File: config.mk
export PLATFORM = sky130hd
export DESIGN_NAME = pmu_apb_master
export DESIGN_NICKNAME = d
export VERILOG_FILES = /design/src/rtl/pmu_apb_master.sv
export SDC_FILE = /design/constraint.sdc
export NUM_CORES = 1
export LEC_CHECK = 0
export ABC_AREA = 1
export CAP_MARGIN = 20
export CORE_MARGIN = 2
export CORE_UTILIZATION = 45
export CTS_BUF_LIST = sky130_fd_sc_hd__clkbuf_8
export DETAILED_ROUTE_END_ITERATION = 12
export PLACE_DENSITY = 0.88
export REMOVE_ABC_BUFFERS = 1
export SYNTH_ARGS = -nofsm -noshare
export SYNTH_HDL_FRONTEND = slang
export SYNTH_SLANG_ARGS = --single-unit
File: constraint.sdc
create_clock -name clk -period 2.08 [get_ports clk]
set_input_delay 0.208 -clock clk [delete_from_list [all_inputs] [get_ports clk]]
set_output_delay 0.208 -clock clk [all_outputs]
set_load 0.02 [all_outputs]
File: src/rtl/pmu_apb_master.sv
// APB requester for a power-management unit: serves host read/write commands
// and autonomously polls the PMU status register at a fixed period.
module pmu_apb_master #(
  parameter int         POLL_PERIOD = 1024,
  parameter int         TIMEOUT     = 16,
  parameter logic [7:0] POLL_ADDR   = 8'h04
) (
  input  logic        clk,
  input  logic        rst_n,
  input  logic        cmd_valid,
  output logic        cmd_ready,
  input  logic        cmd_write,
  input  logic [7:0]  cmd_addr,
  input  logic [31:0] cmd_wdata,
  output logic        rsp_valid,
  output logic [31:0] rsp_rdata,
  output logic        rsp_error,
  input  logic        poll_enable,
  output logic [31:0] status_word,
  output logic        status_valid,
  output logic        psel,
  output logic        penable,
  output logic        pwrite,
  output logic [7:0]  paddr,
  output logic [31:0] pwdata,
  input  logic [31:0] prdata,
  input  logic        pready
);

  localparam logic [1:0] ST_IDLE   = 2'd0;
  localparam logic [1:0] ST_SETUP  = 2'd1;
  localparam logic [1:0] ST_ACCESS = 2'd2;

  localparam int PW = (POLL_PERIOD > 1) ? $clog2(POLL_PERIOD) : 1;
  localparam int TW = $clog2(TIMEOUT + 1);
  localparam logic [PW-1:0] POLL_LAST = PW'(POLL_PERIOD - 1);
  localparam logic [TW-1:0] TMO_LAST  = TW'(TIMEOUT - 1);

  logic [1:0]    state_q, state_d;
  logic          is_poll_q, is_poll_d;
  logic [PW-1:0] poll_cnt_q, poll_cnt_d;
  logic          poll_pending_q, poll_pending_d;
  logic [TW-1:0] tmo_cnt_q, tmo_cnt_d;
  logic [7:0]    paddr_q, paddr_d;
  logic          pwrite_q, pwrite_d;
  logic [31:0]   pwdata_q, pwdata_d;
  logic          rsp_valid_q, rsp_valid_d;
  logic [31:0]   rsp_rdata_q, rsp_rdata_d;
  logic          rsp_error_q, rsp_error_d;
  logic [31:0]   status_word_q, status_word_d;
  logic          status_valid_q, status_valid_d;
  logic          poll_wrap;
  logic          start_poll;

  assign cmd_ready    = rst_n && (state_q == ST_IDLE);
  assign psel         = (state_q != ST_IDLE);
  assign penable      = (state_q == ST_ACCESS);
  assign paddr        = paddr_q;
  assign pwrite       = pwrite_q;
  assign pwdata       = pwdata_q;
  assign rsp_valid    = rsp_valid_q;
  assign rsp_rdata    = rsp_rdata_q;
  assign rsp_error    = rsp_error_q;
  assign status_word  = status_word_q;
  assign status_valid = status_valid_q;

  // Next-state logic: host-first arbitration, APB phasing, timeout and poll timer
  always_comb begin
    state_d        = state_q;
    is_poll_d      = is_poll_q;
    tmo_cnt_d      = tmo_cnt_q;
    paddr_d        = paddr_q;
    pwrite_d       = pwrite_q;
    pwdata_d       = pwdata_q;
    rsp_valid_d    = 1'b0;
    rsp_rdata_d    = rsp_rdata_q;
    rsp_error_d    = rsp_error_q;
    status_word_d  = status_word_q;
    status_valid_d = 1'b0;
    start_poll     = 1'b0;
    poll_wrap      = poll_enable && (poll_cnt_q == POLL_LAST);

    case (state_q)
      ST_IDLE: begin
        if (cmd_valid) begin
          state_d   = ST_SETUP;
          is_poll_d = 1'b0;
          paddr_d   = cmd_addr;
          pwrite_d  = cmd_write;
          pwdata_d  = cmd_wdata;
        end else if (poll_pending_q) begin
          state_d    = ST_SETUP;
          is_poll_d  = 1'b1;
          paddr_d    = POLL_ADDR;
          pwrite_d   = 1'b0;
          start_poll = 1'b1;
        end
      end
      ST_SETUP: begin
        state_d   = ST_ACCESS;
        tmo_cnt_d = '0;
      end
      ST_ACCESS: begin
        // A late pready in the final allowed cycle still wins over the abort
        if (pready) begin
          state_d = ST_IDLE;
          if (is_poll_q) begin
            status_word_d  = prdata;
            status_valid_d = 1'b1;
          end else begin
            rsp_valid_d = 1'b1;
            rsp_error_d = 1'b0;
            rsp_rdata_d = pwrite_q ? 32'h0 : prdata;
          end
        end else if (tmo_cnt_q == TMO_LAST) begin
          state_d = ST_IDLE;
          if (!is_poll_q) begin
            rsp_valid_d = 1'b1;
            rsp_error_d = 1'b1;
            rsp_rdata_d = 32'h0;
          end
        end else begin
          tmo_cnt_d = tmo_cnt_q + TW'(1);
        end
      end
      default: state_d = ST_IDLE;
    endcase

    if (!poll_enable) begin
      poll_cnt_d     = '0;
      poll_pending_d = 1'b0;
    end else begin
      poll_cnt_d     = poll_wrap ? '0 : poll_cnt_q + PW'(1);
      poll_pending_d = (poll_pending_q && !start_poll) || poll_wrap;
    end
  end

  // State and output registers with synchronous active-low reset
  always_ff @(posedge clk) begin
    if (!rst_n) begin
      state_q        <= ST_IDLE;
      is_poll_q      <= 1'b0;
      poll_cnt_q     <= '0;
      poll_pending_q <= 1'b0;
      tmo_cnt_q      <= '0;
      paddr_q        <= '0;
      pwrite_q       <= 1'b0;
      pwdata_q       <= '0;
      rsp_valid_q    <= 1'b0;
      rsp_rdata_q    <= '0;
      rsp_error_q    <= 1'b0;
      status_word_q  <= '0;
      status_valid_q <= 1'b0;
    end else begin
      state_q        <= state_d;
      is_poll_q      <= is_poll_d;
      poll_cnt_q     <= poll_cnt_d;
      poll_pending_q <= poll_pending_d;
      tmo_cnt_q      <= tmo_cnt_d;
      paddr_q        <= paddr_d;
      pwrite_q       <= pwrite_d;
      pwdata_q       <= pwdata_d;
      rsp_valid_q    <= rsp_valid_d;
      rsp_rdata_q    <= rsp_rdata_d;
      rsp_error_q    <= rsp_error_d;
      status_word_q  <= status_word_d;
      status_valid_q <= status_valid_d;
    end
  end

endmodule

**Yosys cells after proc, flatten, opt, wreduce, memory -nomap -nowiden**

Cells that the tools add are included.

- Bits in registers: 127
- Bits in latches: 0
- Bits in writable memories: 0
- ROM bits: 0
- Logic and storage cells: 76
- Memories kept: 0

- Add/subtract/negate cells: 2
- Multiply operators: 0
- Divide/modulo/power cells: 0
- $lt $le $gt $ge: 0
- Equality and inequality tests: 8
- Shifts and indexed selects: 0
- Mux-type cells: 30
- Bitwise operators: 3
- Reduce and logical (&&, ||, !) cells: 20

Operator list:

| cell | count |
|---|---|
| 32-bit two-way mux | 5 |
| 8-bit two-way mux | 2 |
| 1-bit two-way mux | 15 |
| 3-bit AND reduction | 4 |
| 10-bit by 1-bit adder with 10-bit output (second input constant) | 1 |
| 10-bit == test (second input constant) | 1 |
| 5-bit two-way mux | 2 |
| 5-bit one-hot mux with 2 select lines | 1 |
| 2-bit AND reduction | 5 |
| 2-bit two-way mux | 4 |
| 2-bit nonzero test | 4 |
| 2-bit one-hot mux with 3 select lines | 1 |
| 5-bit by 1-bit adder with 5-bit output (second input constant) | 1 |
| 5-bit by 4-bit == test with 1-bit output (second input constant) | 1 |
| 2-bit inequality test (second input constant) | 2 |
| 1-bit logical AND | 3 |
| 3-bit by 1-bit inequality test with 1-bit output (second input constant) | 1 |
| 3-bit inequality test (second input constant) | 1 |
| 1-bit inverter | 3 |
| 3-bit OR reduction | 1 |
| 2-bit by 1-bit == test with 1-bit output (second input constant) | 1 |
| 2-bit == test (second input constant) | 1 |
| 2-bit logical NOT | 1 |
| 1-bit logical NOT | 1 |
| 1-bit logical OR | 1 |

**Depth between registers and ports, before layout**

Gate-level depths: netlist of the first run.

- Depth in word-level cells: 6
- Depth in mapped cells: 10
- Depth with buffers taken out: 10

**Worst setup path after synthesis of the first run**

Ideal clock, no wire load.

- Path type: reg-to-reg
- From: register tmo_cnt_q[1]
- To: register rsp_rdata_q[0] (netlist: rsp_rdata[0])
- Setup time: 132 ps
- Data arrival time: 1357 ps
- Setup slack: 591 ps
- Stages on the path, launching flop included: 11
- Path buffers: 1
- Clock period less this slack: 1489 ps
- Cell sequence: dfxtp_1 ha_1 nand2_1 nor2_1 ha_1 inv_1 nand2_1 nand3_1 buf_2 nand2_1 a21oi_1

- Longest elaborated chain between the ends: 3

RTL lines:

| what | RTL line | RTL |
|---|---|---|
| start, declared | 43 | `logic [TW-1:0] tmo_cnt_q, tmo_cnt_d;` |
| start signal, assigned | 159 | `tmo_cnt_q <= tmo_cnt_d;` |
| 5-bit by 4-bit == test with 1-bit output | 115 | `end else if (tmo_cnt_q == TMO_LAST) begin` |
| 2-bit nonzero test (no line) | -- |  |
| 3-bit AND reduction (no line) | -- |  |
| end signal, assigned | 164 | `rsp_rdata_q <= rsp_rdata_d;` |
| end, declared | 48 | `logic [31:0] rsp_rdata_q, rsp_rdata_d;` |

Every way passes these cells.
A chain may end at the register's enable or synchronous reset.

**Worst setup path in the final report of the first run**

- From: register tmo_cnt_q[1]
- To: register rsp_rdata_q[2] (netlist: rsp_rdata[2])

Same word-level chain as after synthesis.

==> results of run 1 <==
==> flip-flops by register name (all words and copies together), names as in the netlist <==
register / cells
is_poll_q: 1
paddr: 8
poll_cnt_q: 10
poll_pending_q: 1
pwdata: 32
pwrite: 1
rsp_error: 1
rsp_rdata: 32
rsp_valid: 1
state_q: 2
status_valid: 1
status_word: 32
tmo_cnt_q: 5
==> metal layers <==
metal  GRT usage (%)  routed length [um]  vias up
met2            45.0                7300      164
li1                -                   -     2332
met3            6.38                 693       37
met4            11.8                 435        0
met1            28.9                5490     2276
met5               0                   0        -
==> power groups by stage <==
| stage | logic (uW) | registers, uW | clock network (uW) |
|---|---|---|---|
| floorplan | 338 | 2810 | 0 |
| global placement | 978 | 2680 | 0 |
| detailed placement | 1010 | 2690 | 0 |
| CTS | 1010 | 2630 | 2030 |
| global route | 1110 | 2650 | 2160 |
| finish | 1010 | 2630 | 2010 |
==> cells by family (layout without fill, tap and decap cells) <==
| kind of cell | Yosys count | count (layout) | share of synthesized area, % |
|---|---|---|---|
| buffers and inverters | 91 | 286 | 7.81 |
| AO/OA/AOI/OAI | 158 | 158 | 17.0 |
| other | 0 | 1 | 0 |
| AND/OR/NAND/NOR | 215 | 215 | 18.7 |
| XOR/XNOR | 4 | 4 | 0.744 |
| flip-flops | 127 | 127 | 54.0 |
| adder cells (fa/ha/maj) | 7 | 7 | 1.86 |
==> stage by stage <==
stage / hold slack [ns] / setup TNS [ns] / std cells / cell area, um^2 / util [%]
after floorplan: 0.344 / -13.11 / 567 / 4550 / -
after global placement: 0.431 / 0 / 901 / 6700 / 65.5
after detailed placement: 0.436 / 0 / 901 / 6700 / 65.5
after CTS: 0.204 / 0 / 933 / 7070 / 69.1
after global routing: 0.229 / 0 / 934 / 7080 / 69.2
final: 0.204 / 0 / 934 / 7080 / 69.2
==> what timing repair did <==
action	CTS	global route
resized for setup	2	2
cloned	0	0
hold buffers	0	0
setup endpoints to repair	2	4
==> cell usage after synthesis (all sizes together) (7+ instances only) <==
library cell  count  area (um^2)
nand3            47          235
a21oi            82          414
nor2             91          342
dfxtp           127         2540
nand2            72          273
clkbuf           19         72.6
inv              56          210
buf              16         85.1
ha                7         87.6
o21ai            73          365
==> area by class of cell <==
type | count | area, um^2
antenna | 1 | 2.50
clock buffer | 19 | 262
clock inverter | 13 | 114
fill | 778 | 3150
inverter | 56 | 210
multi-input combinational | 384 | 1810
sequential | 127 | 2540
tap | 136 | 170
timing repair buffer | 198 | 1970
==> worst max-delay path: stages (launching register included) <==
cell and delay (ns):
dfxtp_1 0.36, ha_1 0.19, nand2_1 0.08, nor2_1 0.15, ha_1 0.19, inv_1 0.07
a21oi_2 0.16, buf_6 0.27, nand3_1 0.13, a21oi_1 0.16
==> worst paths after layout <==
path | slack, ns | to | depth (start not counted)
worst max-delay path | 0.22 | rsp_rdata[2] | 9
worst max register to register | 0.22 | rsp_rdata[2] | 9
worst min register to register | 0.45 | status_word[27] | 2
worst min-delay path | 0.20 | paddr[2] | 3
==> flow_metrics.py, run 1 <==
metrics = {
    "run_status": {
        "status": "finished clean",
    },
    "clocking": {
        "path_clk_slew_ns": 0.08,
        "clk_latency_ns": 0.44,
        "cts_buffer_depth": 2,
        "cts_root_buffer": "clkbuf_8",
        "cts.sinks": 127,
        "htree_levels": 4,
        "cts_tree": "yes",
        "cts_buffers": 17,
        "cts_setup_buffers": 0,
    },
    "pwr": {
        "combinationalPowerShare_pct": 17.9,
        "cellLeakagePower_uw": 0.00258,
        "power.density_nw_per_um2": 799,
        "p_sw_uw": 1630,
        "intPower_uw": 4030,
        "finalPower_uw": 5650,
        "p_clk_share_pct": 35.5,
        "irDropWorstVdd_mv": 0.411,
        "p_seq_share_pct": 46.6,
        "p_sw_share_pct": 28.8,
    },
    "placed_design": {
        "gp_congestion": 0.790,
        "io_buffers": 188,
        "place_ws_ns": 0.247,
        "dp_hpwl_mm": 9.80,
    },
    "global_routing": {
        "gr-usage-all-layers_pct": 25.5,
        "overflow": 0,
        "grt_max_degree": 66,
        "antenna_found_initial": 1,
        "grt_pass1_wl_mm": 22.7,
        "grt_pass1_vias": 4718,
    },
    "die": {
        "die_height_um": 106,
        "core_area_um2": 10200,
        "die_area_um2": 11300,
        "initial_utilization_pct": 46.1,
        "io_pins": 189,
        "num_rows": 37,
        "die_w_um": 106,
    },
    "synth": {
        "synth_ff_type": "dfxtp_1",
        "syn_inst": 602,
        "avgSynthCellArea_um2": 7.83,
        "synth_edf_count": 0,
        "ys_seq_area_share_pct": 54.0,
        "async_flop_share_pct": 0,
        "ys_types": 24,
        "synth-seq-cells": 127,
        "syn-cell-area_um2": 4710,
        "synth.yosys.warnings": 0,
    },
    "layout": {
        "num-nets-final": 869,
        "area_delta_synth_final_pct": 50.2,
        "final_common_cell": "clkdlybuf4s50_1",
        "mostFrequentLayoutCells": "184 x clkdlybuf4s50_1, 127 x dfxtp_1, 90 x nor2_1",
        "drive_gt1_share_pct": 6.02,
    },
    "worst_setup_path": {
        "critPathMaxFanout": 33,
        "startpoint": "tmo_cnt_q[1]",
        "crit_type": "reg -> reg",
        "critPathCaptureType": "register",
        "r2r-start": "tmo_cnt_q[1]",
        "cp.required_ns": 2.44,
        "start_kind": "register",
        "cp.arrival_ns": 2.22,
    },
    "run": {
        "drv_cap": 0,
    },
    "routing": {
        "totalWireLength_mm": 13.9,
        "post-route-drc-count": 0,
        "initialDrtViolationCount": 295,
        "avgViaCountPerCell": 5.15,
        "num_vias": 4809,
        "drt_first_pass_iters": 5,
        "wire_per_inst_um": 14.9,
        "ant_nets": 0,
    },
    "sta": {
        "period_share_pct": 89.3,
        "fin_crit_ns": 1.86,
        "setup_violations": 0,
        "skew_ns": 0.0112,
        "rsz0062_at_grt": "false",
        "hold_viol_final": 0,
        "relSlewSlack_pct": 72.4,
        "fin_ws_ns": 0.222,
        "drv_slew": 0,
        "clock.fmax_ghz": 0.538,
        "worst_pin_slew_ns": 0.410,
    },
    "worst_hold_path": {
        "min_path_type": "in -> reg",
        "hp-start": "rst_n",
    },
}
No activity file was read; power rests on OpenSTA's default activity.
==> inputs of run 2 (changes only) <==
--- a/config.mk
+++ b/config.mk
@@ -7,6 +7,7 @@
 export LEC_CHECK = 0
 export ABC_AREA = 1
 export CAP_MARGIN = 20
+export CORE_ASPECT_RATIO = 2
 export CORE_MARGIN = 2
 export CORE_UTILIZATION = 45
 export CTS_BUF_LIST = sky130_fd_sc_hd__clkbuf_8
==> constraint.sdc (replaced) <==
create_clock -name clk -period 1.9 [get_ports clk]
set_input_delay 0.19 -clock clk [delete_from_list [all_inputs] [get_ports clk]]
set_output_delay 0.19 -clock clk [all_outputs]
set_load 0.02 [all_outputs]
==> run 2 against run 1 <==
Fmax rose by 3.9%. Global-route usage is 0.83 points lower. Clock power rose by 2%. Largest power group unchanged. Clock-buffer cell count decreased by 1. Die area is 0.43% higher. Clock skew increased by 0.0022 ns. First-iteration DRC count down 4.7%. Core utilization up 0.43 points. Setup slack lost 0.11 ns. Flip-flop and latch count stayed put.
==> flow_metrics.py, run 2 (synthesized netlist as in run 1, its figures left out) <==
metrics = {
    "pwr": {
        "p_sw_share_pct": 28.3,
        "intPower_uw": 4350,
        "finalPower_uw": 6070,
        "p_sw_uw": 1720,
        "power.density_nw_per_um2": 859,
        "p_clk_share_pct": 33.9,
        "irDropWorstVdd_mv": 0.771,
        "combinationalPowerShare_pct": 18.5,
        "cellLeakagePower_uw": 0.00257,
        "p_seq_share_pct": 47.5,
    },
    "placed_design": {
        "dp_hpwl_mm": 10.2,
        "place_ws_ns": 0.170,
        "io_buffers": 188,
        "placed_cell_area_um2": 6720,
        "gp_congestion": 0.875,
    },
    "sta": {
        "fin_crit_ns": 1.79,
        "worst_pin_slew_ns": 0.602,
        "setup_violations": 0,
        "hold_viol_final": 0,
        "whs_ns": 0.127,
        "rsz0062_at_grt": "false",
        "drv_slew": 0,
        "fin_ws_ns": 0.111,
        "skew_ns": 0.0134,
        "clock.fmax_ghz": 0.559,
        "period_share_pct": 94.1,
        "relSlewSlack_pct": 59.9,
    },
    "routing": {
        "ant_nets": 0,
        "avgViaCountPerCell": 5.09,
        "totalWireLength_mm": 14.3,
        "initialDrtViolationCount": 281,
        "drt_first_pass_iters": 4,
        "wire_per_inst_um": 15.3,
        "num_vias": 4741,
        "post-route-drc-count": 0,
    },
    "die": {
        "die_height_um": 149,
        "initial_utilization_pct": 46.4,
        "io_pins": 189,
        "num_rows": 52,
        "die_area_um2": 11400,
        "die_w_um": 76.4,
        "core_area_um2": 10100,
    },
    "global_routing": {
        "overflow": 0,
        "grt_max_degree": 68,
        "grt_pass1_wl_mm": 22.0,
        "antenna_found_initial": 0,
        "grt_pass1_vias": 4539,
        "gr-usage-all-layers_pct": 24.7,
    },
    "layout": {
        "drive_gt1_share_pct": 5.78,
        "multi_input_area_um2": 1810,
        "final_cell_area_um2": 7070,
        "utilization_pct": 69.6,
        "mostFrequentLayoutCells": "184 x clkdlybuf4s50_1, 127 x dfxtp_1, 90 x nor2_1",
        "num-nets-final": 869,
        "final_common_cell": "clkdlybuf4s50_1",
        "area_delta_synth_final_pct": 49.9,
        "regArea_um2": 2540,
        "n_antenna_cell": 0,
        "fillerInstances": 792,
    },
    "clocking": {
        "cts_buffers": 17,
        "cts.sinks": 127,
        "cts_hold_buf": 0,
        "cts_setup_buffers": 0,
        "cts_root_buffer": "clkbuf_8",
        "cts_buffer_depth": 2,
        "cts_tree": "yes",
        "cts_resized": 3,
        "htree_levels": 4,
        "clk_latency_ns": 0.42,
        "path_clk_slew_ns": 0.07,
    },
    "worst_setup_path": {
        "cp.arrival_ns": 2.10,
        "crit_type": "reg -> reg",
        "start_kind": "register",
        "cp.required_ns": 2.21,
        "critPathMaxFanout": 4,
        "cp-endpoint": "tmo_cnt_q[2]",
        "r2r_end": "tmo_cnt_q[2]",
        "critPathCaptureType": "register",
        "r2r_cells": 8,
        "r2r-start": "tmo_cnt_q[0]",
        "r2r_setup_slack_ns": 0.11,
        "startpoint": "tmo_cnt_q[0]",
    },
    "run": {
        "drv_cap": 0,
    },
    "worst_hold_path": {
        "min_path_type": "in -> reg",
        "hold_depth": 3,
    },
    "run_status": {
        "status": "finished clean",
    },
}
[run 2: area by class of cell]
class | instances | share of cell area, %
sequential | 127 | 36.0
inverter | 56 | 2.98
clock buffer | 18 | 3.51
timing repair buffer | 198 | 28.1
clock inverter | 13 | 1.43
tap | 135 | 2.39
multi-input combinational | 384 | 25.6
[run 2: worst max-delay path, cell delays in order (launching register included)]
cell     delay (ns)
dfxtp_1        0.32
ha_1           0.22
nand2_1        0.10
nor2_1         0.07
ha_1           0.21
o21ai_0        0.32
nand2_1        0.18
o21ai_0        0.19
nor2_1         0.06
[run 2: routing by layer]
metal  GRT usage (%)  part of all wire (%)  vias to the layer above
met1            24.1                    36                     2188
met2            45.7                    54                      181
li1                -                     -                     2319
met4            16.6                   5.3                        0
met5               0                     0                        -
met3            5.58                   4.2                       53
[run 2: power by group through the flow]
stage	logic [uW]	clock network, uW	registers [uW]
final	1130	2060	2880
after global routing	1210	2230	2900
after CTS	1130	2110	2880
after detailed placement	1120	0	2940
after global placement	1090	0	2930
after floorplan	370	0	3080
[run 2: worst min-delay path by stage]
stage                                from         endpoint  slack, ns
after floorplan                     rst_n        pwdata[0]       0.33
after global placement    status_word[11]  status_word[11]       0.43
after detailed placement  status_word[21]  status_word[21]       0.44
final                               rst_n         paddr[2]       0.13
after global routing                rst_n         paddr[2]       0.12
after CTS                           rst_n         paddr[2]       0.09
[run 2: stage by stage]
stage / std cells / setup TNS, ns
finish: 931 / 0
global route: 931 / 0
CTS: 931 / 0
detailed placement: 900 / 0
global placement: 900 / 0
floorplan: 567 / -26.50
==> inputs of run 3 (changes only) <==
--- a/config.mk
+++ b/config.mk
@@ -14,6 +14,7 @@
 export DETAILED_ROUTE_END_ITERATION = 12
 export PLACE_DENSITY = 0.88
 export REMOVE_ABC_BUFFERS = 1
+export SKIP_CTS_REPAIR_TIMING = 1
 export SYNTH_ARGS = -nofsm -noshare
 export SYNTH_HDL_FRONTEND = slang
 export SYNTH_SLANG_ARGS = --single-unit
==> run 3 against run 2 <==
Via count rose by 0.46%. Die area unchanged. Clock-buffer cell count stayed put. Clock power barely moved. Sequential share of layout area is 0.070 points lower. Flip-flop and latch count unchanged.
==> flow_metrics.py, run 3 (synthesized netlist as in run 1, its figures left out) <==
metrics = {
    "run_status": {
        "status": "finished clean",
    },
    "pwr": {
        "finalPower_uw": 6080,
        "power.density_nw_per_um2": 859,
        "cellLeakagePower_uw": 0.00260,
        "irDropWorstVdd_mv": 0.770,
    },
    "placed_design": {
        "place_ws_ns": 0.170,
        "io_buffers": 188,
        "placed_cell_area_um2": 6720,
        "dp_hpwl_mm": 10.2,
        "gp_congestion": 0.875,
    },
    "routing": {
        "wire_per_inst_um": 15.3,
        "drt_first_pass_iters": 5,
        "ant_nets": 0,
        "totalWireLength_mm": 14.3,
        "avgViaCountPerCell": 5.12,
        "num_vias": 4763,
        "post-route-drc-count": 0,
        "initialDrtViolationCount": 254,
    },
    "layout": {
        "final_common_cell": "clkdlybuf4s50_1",
        "num-nets-final": 869,
        "area_delta_synth_final_pct": 50.2,
        "n_antenna_cell": 0,
        "drive_gt1_share_pct": 5.90,
        "final_cell_area_um2": 7080,
        "mostFrequentLayoutCells": "184 x clkdlybuf4s50_1, 127 x dfxtp_1, 90 x nor2_1",
    },
    "die": {
        "initial_utilization_pct": 46.4,
        "die_area_um2": 11400,
        "die_height_um": 149,
        "die_w_um": 76.4,
        "core_area_um2": 10100,
        "io_pins": 189,
        "num_rows": 52,
    },
    "clocking": {
        "cts_root_buffer": "clkbuf_8",
        "cts_buffers": 17,
        "path_clk_slew_ns": 0.07,
        "cts_buffer_depth": 2,
        "cts.sinks": 127,
        "clk_latency_ns": 0.42,
        "cts_tree": "yes",
        "htree_levels": 4,
    },
    "sta": {
        "setup_tns_ns": 0,
        "fin_ws_ns": 0.114,
        "clock.fmax_ghz": 0.560,
        "relSlewSlack_pct": 61.5,
        "skew_ns": 0.0106,
        "rsz0062_at_grt": "false",
        "period_share_pct": 94.0,
        "setup_violations": 0,
        "drv_slew": 0,
        "worst_pin_slew_ns": 0.577,
        "fin_crit_ns": 1.79,
        "hold_viol_final": 0,
    },
    "global_routing": {
        "grt_pass1_vias": 4539,
        "antenna_found_initial": 0,
        "gr-usage-all-layers_pct": 24.7,
        "grt_max_degree": 68,
        "overflow": 0,
        "grt_pass1_wl_mm": 22.0,
    },
    "worst_setup_path": {
        "cp.arrival_ns": 2.10,
        "cp.required_ns": 2.21,
        "critPathCaptureType": "register",
        "crit_type": "reg -> reg",
        "start_kind": "register",
        "critPathMaxFanout": 4,
    },
    "run": {
        "drv_cap": 0,
    },
    "worst_hold_path": {
        "min_path_type": "in -> reg",
    },
}
run 3: cell count changes in the layout (fill, tap and decap cells not counted):
cell | previous run | this run
dlygate4sd2_1 | 3 | 0
ha_1 | 7 | 6
dlymetal6s2s_1 | 0 | 3
ha_2 | 0 | 1
run 3: critical path: stages (launching register included):
cell     delay [ns]
dfxtp_1        0.32
ha_1           0.22
nand2_1        0.10
nor2_1         0.07
ha_1           0.21
o21ai_0        0.32
nand2_1        0.18
o21ai_0        0.19
nor2_1         0.06
run 3: report_power, final:
group / total (uW) / internal, uW / switching, uW
clock: 2060 / 1040 / 1020
sequential: 2890 / 2810 / 79.9
combinational: 1140 / 519 / 617
total: 6080 / 4360 / 1720
run 3: cell type report:
class                   count  area [um^2]
inverters                  56          210
repair buffers            198         2000
flip-flops and latches    127         2540
well taps                 135          169
clock buffers              18          248
multi-input cells         384         1810
clock inverters            13          101
fillers                   786         3070
run 3: final timing paths:
check / slack [ns] / startpoint / depth (start not counted) / to
setup reg to reg: 0.11 / tmo_cnt_q[0] / 8 / tmo_cnt_q[2]
hold / removal: 0.14 / rst_n / 3 / paddr[2]
hold reg to reg: 0.44 / status_word[22] / 2 / status_word[22]
setup / recovery: 0.11 / tmo_cnt_q[0] / 8 / tmo_cnt_q[2]
run 3: routing by layer:
metal	vias up	wire [um]	track usage, %	part of all wire (%)
li1	2319	-	-	-
met1	2203	5070	24.1	35
met2	183	7800	45.7	55
met3	58	614	5.58	4.3
met4	0	801	16.6	5.6
met5	-	0	0	0
run 3: through the flow:
| step | utilization [%] | instances | hold WS (ns) |
|---|---|---|---|
| global route | 69.7 | 931 | 0.127 |
| detailed placement | 66.2 | 900 | 0.436 |
| floorplan | - | 567 | 0.326 |
| CTS | 69.6 | 931 | 0.0869 |
| finish | 69.7 | 931 | 0.136 |
| global placement | 66.2 | 900 | 0.432 |
==> edit (config.mk and constraints of run 2) <==
`pwdata_q` no longer has a reset.
--- a/src/rtl/pmu_apb_master.sv
+++ b/src/rtl/pmu_apb_master.sv
@@ -145,7 +145,6 @@
       tmo_cnt_q      <= '0;
       paddr_q        <= '0;
       pwrite_q       <= 1'b0;
-      pwdata_q       <= '0;
       rsp_valid_q    <= 1'b0;
       rsp_rdata_q    <= '0;
       rsp_error_q    <= 1'b0;
@@ -159,7 +158,6 @@
       tmo_cnt_q      <= tmo_cnt_d;
       paddr_q        <= paddr_d;
       pwrite_q       <= pwrite_d;
-      pwdata_q       <= pwdata_d;
       rsp_valid_q    <= rsp_valid_d;
       rsp_rdata_q    <= rsp_rdata_d;
       rsp_error_q    <= rsp_error_d;
@@ -168,5 +166,9 @@
     end
   end
 
+  always_ff @(posedge clk) begin
+    pwdata_q <= pwdata_d;
+  end
+
 endmodule
 
Function: changed (Yosys sat finds a counterexample within 4 cycles, from zero or initial values and one cycle with rst_n low).
==> edit against run 2 <==
Die area shrank 2.7%. Clock skew grew 1.1 ps. Cell area grew 0.64%. Sequential cell count is the same. Via count shrank 12%. Non-clock buffer count grew 3. Count of clock-buffer cells in the layout is the same. Total power grew 0.88%. Critical endpoint is now rsp_rdata[21]$_SDFFE_PN0P_. Routed wire length shrank 6.5%. Area after synthesis shrank 2.8%. Highest routed layer unchanged. Setup slack gained 48 ps.
==> edit: results <==
metrics = {
    "place": {
        "pre_cts_ws_ps": 168,
        "place_hpwl_mm": 9.64,
        "place_congestion": 0.871,
        "placedCellCount": 805,
        "placed_area_sq_um": 6650,
    },
    "synth": {
        "syn_avg_cell_area_sq_um": 9.24,
        "seq_area_frac_synth_pct": 62.5,
        "synth_edf_count": 32,
        "synth-adder-area-share_pct": 1.91,
        "ys_top_cells_by_count": "dfxtp_1, a21oi_1, nand2_1",
        "synth-xor-area-share_pct": 0.765,
        "synth_area_leaders": "dfxtp_1, edfxtp_1, a21oi_1",
        "synth-compound-area-share_pct": 14.0,
        "ys_types": 25,
    },
    "sta": {
        "skew_ps": 14.5,
        "whs_ps": 319,
        "tightest_slew_ps": 369,
        "timing.final.ws_setup_ps": 159,
    },
    "power": {
        "ir_worst_vdd_mv": 0.821,
        "total_leakage_power_nw": 2.52,
        "p_int_mw": 4.54,
    },
    "hold_path": {
        "whs_endpoint": "pwdata[8]$_DFFE_PP_",
        "hp-class": "primary input to register",
        "holdPathStages": 1,
        "hold_start": "cmd_wdata[8]",
    },
    "global_route": {
        "gr-usage-met2_pct": 42.4,
        "grt_max_degree": 42,
        "grt_pass1_vias": 4041,
        "use_met3_pct": 6.49,
        "gr-usage-all-layers_pct": 23.7,
        "use_met1_pct": 22.6,
        "grt_first_pass_wirelength_mm": 19.6,
    },
    "drt": {
        "wl_met3_microns": 671,
        "drt-met1-wl_mm": 4.47,
        "drtIter0Drc": 154,
        "dr_wl_met2_mm": 7.65,
        "drt-wirelength-per-cell_microns": 15.9,
    },
    "cells_and_area": {
        "fillers": 745,
        "nets": 777,
        "final_cells": 840,
        "drive_gt1_share_pct": 7.23,
        "register_area_sq_um": 2860,
    },
    "setup_path": {
        "r2r-start": "tmo_cnt_q[1]$_SDFFE_PN0P_",
        "setup.worst_path.start": "tmo_cnt_q[1]$_SDFFE_PN0P_",
        "r2r-end": "rsp_rdata[21]$_SDFFE_PN0P_",
        "crit_fanout": 15,
        "r2r_cells": 10,
    },
    "clock_tree": {
        "htreeDepth": 4,
        "clockBufferDepth": 2,
    },
    "run_status": {
        "status": "complete, no violations",
    },
}
## edit: cell count changes in the layout (fill, tap and decap cells not counted), sizes merged, moves of 2 or more
cell,delta
clkbuf,+2
inv,+3
edfxtp,+32
nor2,-66
clkinvlp,-2
nand3,-8
dfxtp,-32
nand2,+9
o21ai,-33
## edit: critical path: stages, from the launching register on
cell	delay [ps]
dfxtp_1	360
ha_2	190
nand2_1	70
nor2_1	140
ha_1	180
inv_1	70
a21oi_4	160
buf_12	140
clkbuf_16	160
nand3_1	70
a21oi_1	130
## edit: power groups by stage
stage	registers, mW	clock network (mW)	logic [mW]
after global routing	2.99	2.35	1.02
after CTS	2.97	2.24	0.925
after detailed placement	3.03	0	0.927
after global placement	3.02	0	0.899
final	2.97	2.19	0.958
after floorplan	3.15	0	0.269
## edit: final cells by class
class,count,area share [%]
Clock buffer,18,3.48
Timing Repair Buffer,201,29.2
Multi-Input combinational cell,287,19.9
Tap cell,135,2.38
Clock inverter,14,1.78
Sequential cell,127,40.3
Inverter,58,3.06
